<file path="config.mk">
export PLATFORM = sky130hd
export DESIGN_NAME = alu_cmd_issuer
export DESIGN_NICKNAME = d
export VERILOG_FILES = /design/src/rtl/alu_cmd_issuer.sv
export SDC_FILE = /design/constraint.sdc
export NUM_CORES = 1
export LEC_CHECK = 0
export CAP_MARGIN = 20
export CORE_MARGIN = 2
export CORE_UTILIZATION = 57
export DETAILED_ROUTE_END_ITERATION = 16
export GPL_TIMING_DRIVEN = 1
export PLACE_DENSITY = 0.86
export SLEW_MARGIN = 40
export SYNTH_ARGS = -nofsm -noshare
export SYNTH_HDL_FRONTEND = slang
export SYNTH_SLANG_ARGS = --single-unit
</file>
<file path="constraint.sdc">
create_clock -name clk -period 4.2 [get_ports clk]
set_input_delay 0.84 -clock clk [delete_from_list [all_inputs] [get_ports clk]]
set_output_delay 0.84 -clock clk [all_outputs]
set_load 0.01 [all_outputs]
</file>
<file path="src/rtl/alu_cmd_issuer.sv">
// alu_cmd_issuer: queues ALU commands in a FIFO, issues them one at a time and returns registered results
// Ports: clk/rst (sync, active-high); cmd_valid/cmd_ready/cmd_op/cmd_a/cmd_b/cmd_chain command in;
// alu_opcode/alu_a/alu_b to the ALU, alu_out from it; res_valid/res_ready/res_data/res_err result out; busy.
// Optional feature macro ACC_CHAIN_EN: accumulator feeding operand a for commands with cmd_chain=1.
module alu_cmd_issuer #(
  parameter int WIDTH = 8,
  parameter int FIFO_DEPTH = 4
) (
  input  logic             clk,
  input  logic             rst,
  input  logic             cmd_valid,
  output logic             cmd_ready,
  input  logic [2:0]       cmd_op,
  input  logic [WIDTH-1:0] cmd_a,
  input  logic [WIDTH-1:0] cmd_b,
  input  logic             cmd_chain,
  output logic [2:0]       alu_opcode,
  output logic [WIDTH-1:0] alu_a,
  output logic [WIDTH-1:0] alu_b,
  input  logic [WIDTH-1:0] alu_out,
  output logic             res_valid,
  input  logic             res_ready,
  output logic [WIDTH-1:0] res_data,
  output logic             res_err,
  output logic             busy
);
  localparam int AW = $clog2(FIFO_DEPTH);
  typedef enum logic [1:0] {IDLE, ISSUE, WAIT_ACK} state_e;
  state_e state_q, state_d;
  logic [2:0] op_mem [FIFO_DEPTH];
  logic [WIDTH-1:0] a_mem [FIFO_DEPTH];
  logic [WIDTH-1:0] b_mem [FIFO_DEPTH];
  logic [AW-1:0] wr_q, rd_q;
  logic [AW:0] cnt_q;
  logic empty, full, push, pop, hs;
  logic [2:0] op_q, op_d;
  logic [WIDTH-1:0] a_q, a_d, b_q, b_d, data_q, data_d, head_a;
  logic valid_q, valid_d, err_q, err_d;
  assign empty = cnt_q == '0;
  assign full = cnt_q == (AW+1)'(FIFO_DEPTH);
  assign cmd_ready = !rst && !full;
  assign push = cmd_valid && cmd_ready;
  assign hs = state_q == WAIT_ACK && res_ready;
  assign pop = !empty && (state_q == IDLE || hs);
`ifdef ACC_CHAIN_EN
  logic chain_mem [FIFO_DEPTH];
  logic [WIDTH-1:0] acc_q, acc_d;
  // a chained command popped on a handshake must see the result being delivered now
  assign acc_d = hs && !err_q ? data_q : acc_q;
  assign head_a = chain_mem[rd_q] ? acc_d : a_mem[rd_q];
  always_ff @(posedge clk) begin
    if (rst) acc_q <= '0;
    else acc_q <= acc_d;
  end
  always_ff @(posedge clk) begin
    if (push) chain_mem[wr_q] <= cmd_chain;
  end
`else
  logic unused_chain;
  assign unused_chain = cmd_chain;
  assign head_a = a_mem[rd_q];
`endif
  always_comb begin
    state_d = state_q;
    case (state_q)
      IDLE:     state_d = empty ? IDLE : ISSUE;
      ISSUE:    state_d = WAIT_ACK;
      WAIT_ACK: state_d = !res_ready ? WAIT_ACK : empty ? IDLE : ISSUE;
      default:  state_d = IDLE;
    endcase
    op_d = pop ? op_mem[rd_q] : op_q;
    a_d = pop ? head_a : a_q;
    b_d = pop ? b_mem[rd_q] : b_q;
    data_d = state_q == ISSUE ? (op_q > 3'd4 ? '0 : alu_out) : data_q;
    err_d = state_q == ISSUE ? op_q > 3'd4 : err_q;
    valid_d = state_q == ISSUE ? 1'b1 : hs ? 1'b0 : valid_q;
  end
  always_ff @(posedge clk) begin
    if (rst) begin
      state_q <= IDLE;
      wr_q <= '0;
      rd_q <= '0;
      cnt_q <= '0;
      op_q <= '0;
      a_q <= '0;
      b_q <= '0;
      data_q <= '0;
      err_q <= 1'b0;
      valid_q <= 1'b0;
    end else begin
      state_q <= state_d;
      wr_q <= wr_q + AW'(push);
      rd_q <= rd_q + AW'(pop);
      cnt_q <= cnt_q + (AW+1)'(push) - (AW+1)'(pop);
      op_q <= op_d;
      a_q <= a_d;
      b_q <= b_d;
      data_q <= data_d;
      err_q <= err_d;
      valid_q <= valid_d;
    end
  end
  always_ff @(posedge clk) begin
    if (push) begin
      op_mem[wr_q] <= cmd_op;
      a_mem[wr_q] <= cmd_a;
      b_mem[wr_q] <= cmd_b;
    end
  end
  assign alu_opcode = op_q;
  assign alu_a = a_q;
  assign alu_b = b_q;
  assign res_valid = valid_q;
  assign res_data = data_q;
  assign res_err = err_q;
  assign busy = state_q != IDLE || !empty;
endmodule

</file>
==> qor.yml, run 1 <==
final_cell_mix: "edfxtp_1 (76), clkdlybuf4s50_1 (61), dfxtp_1 (37), nand2b_1 (20), o2bb2ai_1 (19)"
worst_setup_path_start_kind: "input port"
h-tree-depth: 4
path_class: "in -> out"
layout.cells.most_common: "edfxtp_1"
clk_latency_ps: 510
grtUsageTotal: 0.221
share_of_the_core_filled_with_cells: 0.765
numPortBuffers: 61
drt_first_pass_iters: 4
worst_pin_slew_ps: 723
timing.hold.ws_ps: 448
core_sq_um: 7250
finalCritPeriodShare: 0.741
finish.cell_count_without_fillers: 438
flow.area_growth_from_synthesis_pct: 29.8
finalMaxSlewViolations: 0
synth_seq_cells: 114
grt_first_pass_wirelength_microns: 13300
power.internal_mw: 2.68
routedWlPerCell_microns: 18.8
setup_violators_final: 0
critical_path.max_fanout: 14
timing.max_cap.violations: 0
detail_route.drc_violations: 0
cts.hold.buffers_added: 0
power_density_nw_per_um2: 668
post-layout-total-power_mw: 3.71
power.leakage_nw: 1.87
rows: 31
pre_cts_slack_ps: 912
reg2reg_setup_slack_ps: 1650
final.setup.tns_ps: 0
ctsResizeCount: 0
synth_seq_area_share: 0.712
antenna_found_initial: 0
insertedDiodeCount: 0
num_clock_sinks: 114
holdPathStages: 2
synth-edff-count: 76
path_clk_slew_ps: 50
post_route_cells_drive_above_1_share: 0.147
share_seq_of_total_power: 0.401
grt.overflow.total: 0
synth_cells: 253
worst_ep_arrival_time_ps: 2270
ys_types: 28
synth_area_per_cell_sq_um: 16.9
timing.final.hold_violations: 0
postCtsSetupRepairBufs: 0
post_drt_via_cell_ratio: 5.55
power.share.switching: 0.276
via_count: 2431
fillCellCount: 411
worst_hold_path_type: "reg -> reg"
tritoncts: "yes"
final_critical_path_setup_slack_ps: 1090
async_reset_ff_frac: 0
layout_min_cycle_time_ps: 3110
numPlacedInstances: 406
timing.critical_path.required_ps: 3360
top_ff_cell_synth: "edfxtp_1"
comb_power_share: 0.249
grt_setup_unrepaired: "false"
grt_pass1_vias: 2611
cts-buffers-inserted: 17
num-nets-final: 363
run_status: "finished clean"
syn-num-nets: 290
ir_worst_vdd_mv: 0.425
gp_congestion: 0.762
die_area_sq_um: 8210
power.switching_mw: 1.02
summed_instance_area_of_the_synthesized_netlist_sq_um: 4280
power.share.clock: 0.350
drt.antenna.violating_nets: 0
clock.fmax_mhz: 321
cts.path.max_buffers: 2
first_iter_violations: 278
die_y_microns: 90.6
critical_path.endpoint_type: "primary output"
starting_density_of_the_core: 0.589
worst_rel_slew_slack: 0.514
yosys_warnings: 0
placed_area_sq_um: 5010
finalInstanceArea_sq_um: 5550
grt_max_degree: 28
totalWireLength_microns: 8240
clock_tree_root_buffer_cell: "clkbuf_8"
hpwl_microns: 4600
boundaryPins: 63
reg2regPathDepth: 10
clock-skew-final_ps: 7.93
floorplan.die.width_microns: 90.6
==> per-layer routing <==
| metal | track usage | vias up | part of all wire |
|---|---|---|---|
| met5 | 0 | - | 0 |
| met4 | 0.136 | 0 | 0.018 |
| met3 | 0.0676 | 11 | 0.065 |
| met2 | 0.367 | 87 | 0.51 |
| met1 | 0.250 | 1209 | 0.40 |
| li1 | - | 1124 | - |
==> registers in the layout (all words and copies together), names as in the netlist <==
name / cells
a_mem: 32
res_data: 8
cnt_q: 3
wr_q: 2
res_valid: 1
rd_q: 2
b_mem: 32
alu_b: 8
alu_a: 8
alu_opcode: 3
op_mem: 12
res_err: 1
state_q: 2
==> layout make-up <==
type,instances,area [sq um],share of cell area
repair buffers,68,663,0.120
clock inverters,12,116,0.0210
inverters,6,22.5,0.00406
flip-flops and latches,114,3040,0.549
clock buffers,20,425,0.0767
well taps,99,124,0.0223
multi-input cells,119,1150,0.208
==> kinds of logic after synthesis <==
| logic type | Yosys count | share of synthesized area |
|---|---|---|
| AND/OR/NAND/NOR | 58 | 0.0732 |
| XOR/XNOR | 4 | 0.00819 |
| multiplexers | 19 | 0.108 |
| AO/OA/AOI/OAI | 33 | 0.0577 |
| adder cells (fa/ha/maj) | 5 | 0.0164 |
| buffers and inverters | 20 | 0.0249 |
| flip-flops | 114 | 0.712 |
==> cell usage after synthesis (all sizes together) (7+ instances only) <==
cell type	count	area, sq um
edfxtp	76	2280
dfxtp	38	761
nand2b	20	125
mux4	19	462
o2bb2ai	19	166
a21oi	10	50.1
nand2	9	33.8
buf	8	61.3
nand3	8	40.0
nor2	7	26.3
==> critical path: stages <==
cell and delay, ps:
clkdlybuf4s50_1 620, a21oi_1 230, clkdlybuf4s50_1 580
==> path summary, 6_finish.rpt <==
path,startpoint,endpoint
worst max register to register,cnt_q[1],cnt_q[2]
worst max-delay path,rst,cmd_ready
worst min-delay path,res_data[1],res_data[1]
worst min register to register,res_data[1],res_data[1]
==> power by group through the flow <==
stage          combinational, mW  clock [mW]  sequential, mW
2_1_floorplan              0.510           0            1.51
6_report                   0.924        1.30            1.49
3_5_place_dp               0.897           0            1.50
5_1_grt                    0.988        1.37            1.50
3_3_place_gp               0.868           0            1.50
4_1_cts                    0.932        1.32            1.49
Power figures use the tool's default switching activity.
==> inputs of run 2 (changes only) <==
CORE_UTILIZATION = 53   (was 57)
PLACE_DENSITY = 0.81   (was 0.86)
clock period = 3 ns   (was 4.2 ns; I/O delays follow)
==> run 2 against run 1 <==
- worst hold slack improved by 4.5 ps
- routed wire length is 4.0% lower
- critical endpoint unchanged
- highest routed layer unchanged
- largest power group unchanged
- global-route usage fell by 2.2 points
- clock-buffer cell count stayed put
- final area is 1.2% higher
- via count is 1.2% higher
- die area rose by 7.2%
==> qor.yml, run 2 (synthesized netlist as in run 1, its figures left out) <==
clock-skew-final_ps: 7.40  # -0.526 ps
finalInstanceArea_sq_um: 5610  # +1.2%
path_clk_slew_ps: 60  # about the same
worst_path_largest_cell_delay_ps: 490  # -130 ps
reg2reg_setup_slack_ps: 780  # -870 ps
critical_path.reg2reg.startpoint: "cnt_q[1]"
grt_first_pass_wirelength_microns: 12600  # -5.6%
rows: 32  # +3.2%
worst_hold_path_type: "reg -> reg"
timing.final.hold_violations: 0  # unchanged
die_y_microns: 93.8  # +3.5%
power_density_nw_per_um2: 921  # +38%
insertedDiodeCount: 0  # unchanged
grt.overflow.total: 0  # unchanged
hpwl_microns: 4740  # +3.2%
detail_route.drc_violations: 0  # unchanged
num-nets-final: 368  # +1.4%
ir_worst_vdd_mv: 0.656  # +54%
min_from: "res_data[4]"
die_area_sq_um: 8800  # +7.2%
num_clock_sinks: 114  # unchanged
cp_common_cell: "clkdlybuf4s50_1"
routedWlPerCell_microns: 17.7  # -5.7%
timing.critical_path.required_ps: 2400  # -960 ps
post_drt_via_cell_ratio: 5.51  # -0.66%
path_class: "in -> out"
reg2regPathDepth: 9  # -1
clk_latency_ps: 510  # about the same
finalMaxSlewViolations: 0  # unchanged
placed_area_sq_um: 5070  # +1.3%
worst_rel_slew_slack: 0.502  # -0.0123
r2r_end: "cnt_q[2]"
totalWireLength_microns: 7910  # -4.0%
floorplan.die.width_microns: 93.8  # +3.5%
critical_path.cell_chain: "clkdlybuf4s50_1, buf_4, a21oi_1, clkdlybuf4s50_1"
final.setup.tns_ps: 0  # unchanged
power.leakage_nw: 1.91  # +2.2%
timing.critical_path.slowest_stage_cell: "clkdlybuf4s50_1"
cts.hold.buffers_added: 0  # unchanged
postCtsSetupRepairBufs: 0  # unchanged
top_regs: "a_mem (32), b_mem (32), op_mem (12)"
first_iter_violations: 142  # -49%
timing.hold.ws_ps: 453  # +4.49 ps
layout_min_cycle_time_ps: 2620
numPortBuffers: 61  # unchanged
layout.cells.most_common: "edfxtp_1"
grt_setup_unrepaired: "false"
critical_path.endpoint_type: "primary output"
grt_pass1_vias: 2466  # -5.6%
clock_tree_root_buffer_cell: "clkbuf_8"
run_status: "finished clean"
tritoncts: "yes"
gp_congestion: 0.719  # -5.6%
cts.path.max_buffers: 2  # unchanged
worst_pin_slew_ps: 746  # +22.3 ps
worst_ep_arrival_time_ps: 2020  # -250 ps
grt_max_degree: 40  # +43%
flow.area_growth_from_synthesis_pct: 31.3
drt_first_pass_iters: 4  # unchanged
h-tree-depth: 4  # unchanged
drt.antenna.violating_nets: 0  # unchanged
timing.max_cap.violations: 0  # unchanged
critical-path-top-delay-family: "buffers and inverters"
core_sq_um: 7770  # +7.1%
whs_endpoint: "res_data[4]"
post_route_cells_drive_above_1_share: 0.163  # +0.0153
cts-buffers-inserted: 17  # unchanged
cp.buffers_inverters: 3  # +1
final_cell_mix: "edfxtp_1 (76), clkdlybuf4s50_1 (61), dfxtp_1 (37), nand2b_1 (20), o2bb2ai_1 (19)"
starting_density_of_the_core: 0.550  # -0.0390
setup_violators_final: 0  # unchanged
finalCritPeriodShare: 0.873
worst_setup_path_start_kind: "input port"
ctsResizeCount: 0  # unchanged
holdPathStages: 2  # unchanged
boundaryPins: 63  # unchanged
grtUsageTotal: 0.199  # -0.0222
critical_path.max_fanout: 39  # +25
antenna_found_initial: 0  # unchanged
clock.fmax_mhz: 382
via_count: 2459  # +1.2%
run 2: metal layers:
layer / vias up / GRT usage / part of all wire
li1: 1137 / - / -
met1: 1230 / 0.231 / 0.42
met2: 78 / 0.334 / 0.50
met3: 14 / 0.0626 / 0.060
met4: 0 / 0.0966 / 0.016
met5: - / 0 / 0
run 2: worst min-delay path, stage by stage (launching register included):
cell	delay (ps)
dfxtp_1	310
nand2_1	50
a21oi_1	50
run 2: area by class of cell:
class                   instances  area (sq um)
repair buffers                 73           726
flip-flops and latches        114          3040
fillers                       475          2150
inverters                       6          22.5
clock buffers                  20           425
well taps                     102           128
clock inverters                12           116
multi-input cells             119          1150
run 2: through the flow:
stage | setup slack [ps] | total power, mW | cells | utilization
after floorplan | 148 | 2.83 | 253 | -
after global placement | 267 | 3.35 | 414 | 0.653
after detailed placement | 255 | 3.38 | 414 | 0.653
after CTS | 383 | 5.21 | 446 | 0.723
after global routing | 281 | 5.41 | 446 | 0.723
final | 380 | 5.17 | 446 | 0.723
run 2: how the worst max path moves through the flow:
| stage | startpoint | endpoint | slack, ps | depth (start not counted) |
|---|---|---|---|---|
| final | rst | cmd_ready | 380 | 4 |
| after global routing | rst | cmd_ready | 280 | 4 |
| after CTS | rst | cmd_ready | 380 | 4 |
| after detailed placement | cmd_valid | cnt_q[2] | 250 | 10 |
| after global placement | cmd_valid | cnt_q[2] | 270 | 10 |
| after floorplan | cmd_valid | a_mem[1][0] | 150 | 3 |
run 2: where the power goes:
part | switching, mW | internal (mW) | total (mW) | leakage, nW
clock | 0.649 | 1.16 | 1.81 | 0.262
combinational | 0.555 | 0.695 | 1.25 | 0.645
sequential | 0.196 | 1.91 | 2.10 | 1.00
total | 1.40 | 3.77 | 5.17 | 1.91
==> inputs of run 3 (changes only) <==
CAP_MARGIN = 15   (was 20)
==> results of run 3 <==
Same layout as run 2: the final DEF is identical, and so are final timing and power.
